[src/rtl/vga_sync_gen.sv]
// 640x480@60 VGA timing generator: pixel-enable prescaler, h/v counters and registered syncs.
// Define VGA_FRAME_CNT_EN to add the 16-bit frame_cnt output.
module vga_sync_gen #(
  parameter int   CLK_DIV  = 2,
  parameter int   H_ACTIVE = 640,
  parameter int   H_FP     = 16,
  parameter int   H_SYNC   = 96,
  parameter int   H_BP     = 48,
  parameter int   V_ACTIVE = 480,
  parameter int   V_FP     = 10,
  parameter int   V_SYNC   = 2,
  parameter int   V_BP     = 33,
  parameter logic SYNC_POL = 1'b0
) (
  input  logic        clk,
  input  logic        rst,
  output logic        pix_en,
  output logic [9:0]  h_cnt,
  output logic [9:0]  v_cnt,
  output logic        disp_en,
  output logic        line_start,
  output logic        frame_start,
`ifdef VGA_FRAME_CNT_EN
  output logic [15:0] frame_cnt,
`endif
  output logic        vga_h_sync,
  output logic        vga_v_sync
);

  localparam int H_TOTAL = H_ACTIVE + H_FP + H_SYNC + H_BP;
  localparam int V_TOTAL = V_ACTIVE + V_FP + V_SYNC + V_BP;
  localparam int PW      = (CLK_DIV > 1) ? $clog2(CLK_DIV) : 1;

  localparam logic [PW-1:0] P_LAST  = PW'(CLK_DIV - 1);
  localparam logic [9:0]    H_LAST  = 10'(H_TOTAL - 1);
  localparam logic [9:0]    V_LAST  = 10'(V_TOTAL - 1);
  localparam logic [9:0]    H_S_LO  = 10'(H_ACTIVE + H_FP);
  localparam logic [9:0]    H_S_HI  = 10'(H_ACTIVE + H_FP + H_SYNC);
  localparam logic [9:0]    V_S_LO  = 10'(V_ACTIVE + V_FP);
  localparam logic [9:0]    V_S_HI  = 10'(V_ACTIVE + V_FP + V_SYNC);

  logic [PW-1:0] presc;
  logic [9:0]    h_nxt, v_nxt;
  logic          frame_wrap;
  logic          h_in_sync, v_in_sync;

  // Next counter values; all registered decodes use these so they line up with h_cnt/v_cnt.
  always_comb begin
    h_nxt      = h_cnt;
    v_nxt      = v_cnt;
    frame_wrap = 1'b0;
    if (pix_en) begin
      if (h_cnt == H_LAST) begin
        h_nxt = '0;
        if (v_cnt == V_LAST) begin
          v_nxt      = '0;
          frame_wrap = 1'b1;
        end else begin
          v_nxt = v_cnt + 10'd1;
        end
      end else begin
        h_nxt = h_cnt + 10'd1;
      end
    end
  end

  assign h_in_sync = (h_nxt >= H_S_LO) && (h_nxt < H_S_HI);
  assign v_in_sync = (v_nxt >= V_S_LO) && (v_nxt < V_S_HI);

  always_ff @(posedge clk or posedge rst) begin
    if (rst) begin
      presc       <= '0;
      pix_en      <= 1'b0;
      h_cnt       <= H_LAST;
      v_cnt       <= V_LAST;
      disp_en     <= 1'b0;
      line_start  <= 1'b0;
      frame_start <= 1'b0;
      vga_h_sync  <= ~SYNC_POL;
      vga_v_sync  <= ~SYNC_POL;
    end else begin
      presc       <= (presc == P_LAST) ? '0 : presc + PW'(1);
      pix_en      <= (presc == P_LAST);
      h_cnt       <= h_nxt;
      v_cnt       <= v_nxt;
      disp_en     <= (h_nxt < 10'(H_ACTIVE)) && (v_nxt < 10'(V_ACTIVE));
      line_start  <= pix_en && (h_nxt == '0);
      frame_start <= frame_wrap;
      vga_h_sync  <= h_in_sync ? SYNC_POL : ~SYNC_POL;
      vga_v_sync  <= v_in_sync ? SYNC_POL : ~SYNC_POL;
    end
  end

`ifdef VGA_FRAME_CNT_EN
  always_ff @(posedge clk or posedge rst) begin
    if (rst)             frame_cnt <= '0;
    else if (frame_wrap) frame_cnt <= frame_cnt + 16'd1;
  end
`endif

endmodule
[config.mk]
export PLATFORM = sky130hd
export DESIGN_NAME = vga_sync_gen
export DESIGN_NICKNAME = d
export VERILOG_FILES = /design/src/rtl/vga_sync_gen.sv
export SDC_FILE = /design/constraint.sdc
export NUM_CORES = 1
export LEC_CHECK = 0
export CAP_MARGIN = 20
export CORE_MARGIN = 2
export CORE_UTILIZATION = 52
export CTS_CLUSTER_SIZE = 25
export DETAILED_ROUTE_END_ITERATION = 16
export GPL_ROUTABILITY_DRIVEN = 1
export GPL_TIMING_DRIVEN = 0
export PLACE_DENSITY = 0.79
export SYNTH_ARGS = -nofsm -noshare
export SYNTH_HDL_FRONTEND = slang
export SYNTH_SLANG_ARGS = --single-unit
[constraint.sdc]
create_clock -name clk -period 3.3 [get_ports clk]
set_input_delay 0.495 -clock clk [delete_from_list [all_inputs] [get_ports clk]]
set_output_delay 0.495 -clock clk [all_outputs]
set_load 0.01 [all_outputs]
# == Word level (Yosys, flattened, before mapping) ==
# Index checks and enable logic that the tools add are counted.
# totals
reg_bits,27
output_inout_bits,26
word_cells,36
# classes
n_addsub,3
order_cmp,6
n_eq_ne,2
muxes,11
n_reduce_logical,5
# op_table
cell,count
10-bit 2-to-1 mux,5
"10-bit by 1-bit adder with 10-bit output, second input constant",2
"10-bit equality test, second input constant",2
"10-bit less-than comparator, second input constant",2
"10-bit by 9-bit less-than comparator with 1-bit output, second input constant",2
"10-bit >= comparator, second input constant",1
"10-bit by 9-bit >= comparator with 1-bit output, second input constant",1
10-bit zero test,1
1-bit 2-to-1 mux,6
1-bit logical AND,4
"1-bit adder, second input constant",1

# == Logic depth before layout (Yosys ltp) ==
# depth
word_depth,7
ltp_mapped,8
ltp_nobuf,7

# == Worst setup path after synthesis ==
# Ideal clock, no wire load.
# synth_path
path_kind,reg2reg
from,reg h_cnt[0]
to,reg disp_en
setup_time_ns,0.134
arrival_time_ns,2.532
required_ns,3.166
setup_slack_ns,0.634
path_stages_with_launch,8
n_path_buf,1
synth_period_minus_slack_ns,2.666
cell_sequence,dfstp_2 > ha_1 > nand3_1 > or4_1 > buf_2 > or4_4 > a221oi_2 > a211oi_1
# synth_via
elab_chain_len,5
# synth_lines
item,line,rtl
"start, declared",18,"output logic [9:0] h_cnt,"
"start signal, assigned",84,h_cnt <= h_nxt;
10-bit by 1-bit adder with 10-bit output / 10-bit equality test (equally long branches),"62, 53",
10-bit 2-to-1 mux,53,if (h_cnt == H_LAST) begin
10-bit 2-to-1 mux,52,if (pix_en) begin
10-bit less-than comparator / 10-bit by 9-bit less-than comparator with 1-bit output (equally long branches),86,disp_en <= (h_nxt < 10'(H_ACTIVE)) && (v_nxt < 10'(V_ACTIVE));
1-bit logical AND (*),86,
"end signal, assigned",86,
"end, declared",20,"output logic disp_en,"
# Mark *: on every way between the ends. The rest lies on a longest branch, timed or not.

# == Final worst setup path ==
# Ends and elaborated chain as after synthesis.

==> summary.md <==
| Metric | Value |
|---|---|
| Status | `complete, no violations` |
| Ranking of synthesized cells by area | `dfrtp_1 23%, dfstp_2 19%, nand2_1 5.0%` |
| Area delta synth->final | `23.1%` |
| Synthesis Warnings | `0` |
| Post-synth top area share | `0.229` |
| Core ar. | `3030 sq um` |
| Power share of the clock group | `0.304` |
| RSZ-0062 raised after global routing | `false` |
| Setup TNS after final layout | `0 ns` |
| Starting Density | `0.541` |
| VDD IR-drop max | `164 uV` |
| Most common cell in the synthesized netlist | `nand2_1` |
| Most used DFF post-synth | `dfrtp_1` |
| Final ANT Viol Nets | `0` |
| Final Max Slew Viols | `0` |
| Logic pwr share | `0.023` |
| First-pass GRT wire length | `6300 microns` |
| Hold-fix buffers, CTS | `0` |
| Detail-routed via count per cell | `5.88` |
| DRT iter0 DRCs | `86` |
| Clk Latency, worst-skew pair | `0.33 ns` |
| Hold slack | `0.424 ns` |
| H-tree Lvls | `1` |
| Tot Pwr | `0.493 mW` |
| Sequential share of the synthesized area | `0.422` |
| Proportion of layout cells with a drive suffix above 1 | `0.122` |
| I/O Buffers | `27` |
| Yosys cell types | `48` |
| Largest net degree at the start of global routing | `28` |
| Fin crit period | `2.96 ns` |
| TritonCTS clock tree | `done` |
| Clock skew | `0.00988 ns` |
| Drt pass-1 iters | `4` |
| Area post-placement | `1960 sq um` |
| NetSw | `0.109 mW` |
| Crit-path max FO | `9` |
| CP arrival | `3.18 ns` |
| Net Sw Frac | `0.222` |
| Die Y | `60.1 microns` |
| Die area | `3610 sq um` |
| Cell taking the most area after synthesis | `dfrtp_1` |
| Vias in the first global route | `1421` |
| Final WL | `3780 microns` |
| Post-layout nets | `219` |
| Max layer used | `met4` |
| Fmax | `338 MHz` |
| Avg Synthesized Cell Area | `9.05 sq um` |
| ANT cells | `0` |
| Worst-margin pin slew | `0.966 ns` |
| Worst Path Required | `3.53 ns` |
| Die Span X | `60.1 microns` |
| #FFs+latches synth | `27` |
| # resized after CTS | `0` |
| Post-CTS Setup Bufs | `0` |
| Total power per unit cell area | `244 nW/um^2` |
| Vias | `1511` |
| Worst-path clk slew | `0.15 ns` |
| Hpwl dp | `2790 microns` |
| Initial antenna violation count | `0` |
| Sequential share of power | `0.673` |
| P_leak | `0.761 nW` |
| # IOs | `28` |
| Mapped Nets | `186` |
| Final Hold Viols | `0` |
| Final Cycle Share | `0.896` |
| WL/cell | `14.7 microns` |
| Routed wl met2 | `1870 microns` |
| Power Internal | `0.384 mW` |
| # clock sinks | `27` |
| Bufs on Longest Clock Path | `2` |
| GR Util All Layers | `0.231` |
| Hold crit path type | `register to register` |
| Max-cap violations | `0` |
| Count of flip-flops with a built-in enable after synthesis | `0` |
| Clock root buffer | `clkbuf_4` |
| Nature of the critical path startpoint | `register` |
| Row cnt | `20` |
| Finished Cell Area | `2020 sq um` |
| DRC violations left | `0` |
| Final setup vio count | `0` |
| Top cells by count, synth | `22 x nand2_1, 15 x dfrtp_1, 12 x dfstp_2` |
| Endpoint class of the critical path | `register` |
| GRT overflow | `0` |
| Worst Path Class, Setup | `register to register` |
| Slew HR | `0.350` |
| Synthesized area | `1640 sq um` |
| Met1 WL | `1680 microns` |
| Layout filler cell count | `257` |
| Cells after synthesis | `181` |
| Asr flop ratio synth | `1.00` |
| Num CTS Buffers | `3` |
| GPL Wtd Cong | `0.893` |
| Final Core Density | `0.666` |
| Detail Route met3 WL | `183 microns` |
power groups by stage:
stage / Combinational [mW] / Sequential [mW] / Clock, mW
after floorplan: 0.00478 / 0.337 / 0
after global placement: 0.00748 / 0.337 / 0
after detailed placement: 0.00786 / 0.337 / 0
after CTS: 0.00782 / 0.332 / 0.151
after global routing: 0.0129 / 0.332 / 0.164
final: 0.0113 / 0.332 / 0.150
state kept, by name (all words and copies together) (netlist names):
signal	cells
vga_v_sync	1
frame_start	1
vga_h_sync	1
h_cnt	10
presc	1
line_start	1
disp_en	1
pix_en	1
v_cnt	10
routing by layer:
layer,vias up,track usage
met1,737,0.304
met3,5,0.0411
li1,722,-
met4,0,0.0825
met2,47,0.379
met5,-,0
cells in the final DEF, fill, tap and decap left out, drive strengths merged, types with 2 or more instances in the layout:
cell	synthesis	final
clkdlybuf4s50	0	27
nand2	22	22
dfrtp	15	15
clkbuf	9	13
dfstp	12	12
inv	11	11
nand3	10	10
o21ai	10	10
nor2	8	8
xnor2	8	8
a21oi	7	7
nand4	5	5
or3	5	5
nor3	5	5
buf	4	5
and3	3	3
mux2i	3	3
xor2	3	3
a31oi	3	3
o211ai	3	3
ha	3	3
or4	3	3
nor4b	2	2
nor3b	2	2
and4	2	2
o31ai	2	2
nand4b	2	2
or4b	2	2
nor4	2	2
final cells by class:
cell class                 count  area, sq um  share of cell area
tap                           44         55.1              0.0273
inverter                      11         41.3              0.0205
timing repair buffer          28          298               0.148
sequential                    27          691               0.342
buffer                        13         58.8              0.0292
clock buffer                   4         26.3              0.0130
multi-input combinational    130          847               0.420
through the flow:
step / setup slack [ns] / cells
6_report: 0.344 / 257
5_1_grt: 0.220 / 257
4_1_cts: 0.344 / 256
3_5_place_dp: 0.363 / 252
3_3_place_gp: 0.460 / 252
2_1_floorplan: 0.634 / 181
worst max-delay path: stages (launching register included):
cell	delay [ns]
dfstp_2	0.62
ha_1	0.21
nand3_1	0.28
or4_1	0.57
buf_2	0.18
or4_4	0.53
a221oi_2	0.34
a211oi_1	0.13
kinds of logic (layout without fill, tap and decap cells):
group / count (synthesis) / after routing / synth area share
AO/OA/AOI/OAI: 36 / 36 / 0.150
XOR/XNOR: 11 / 11 / 0.0588
adder cells (fa/ha/maj): 3 / 3 / 0.0229
buffers and inverters: 24 / 56 / 0.0611
flip-flops: 27 / 27 / 0.422
multiplexers: 4 / 4 / 0.0252
AND/OR/NAND/NOR: 76 / 76 / 0.260
final timing paths:
path                       startpoint     endpoint  slack (ns)  cells after the start
max                          h_cnt[0]      disp_en        0.34                      7
min in group asynchronous         rst  frame_start        0.43                      2
max in group asynchronous         rst   vga_h_sync        2.35                      3
min reg2reg                     presc       pix_en        0.42                      0
min                             presc       pix_en        0.42                      0
max reg2reg                  h_cnt[0]      disp_en        0.34                      7
Note: power is estimated with default switching activity, not from simulation.
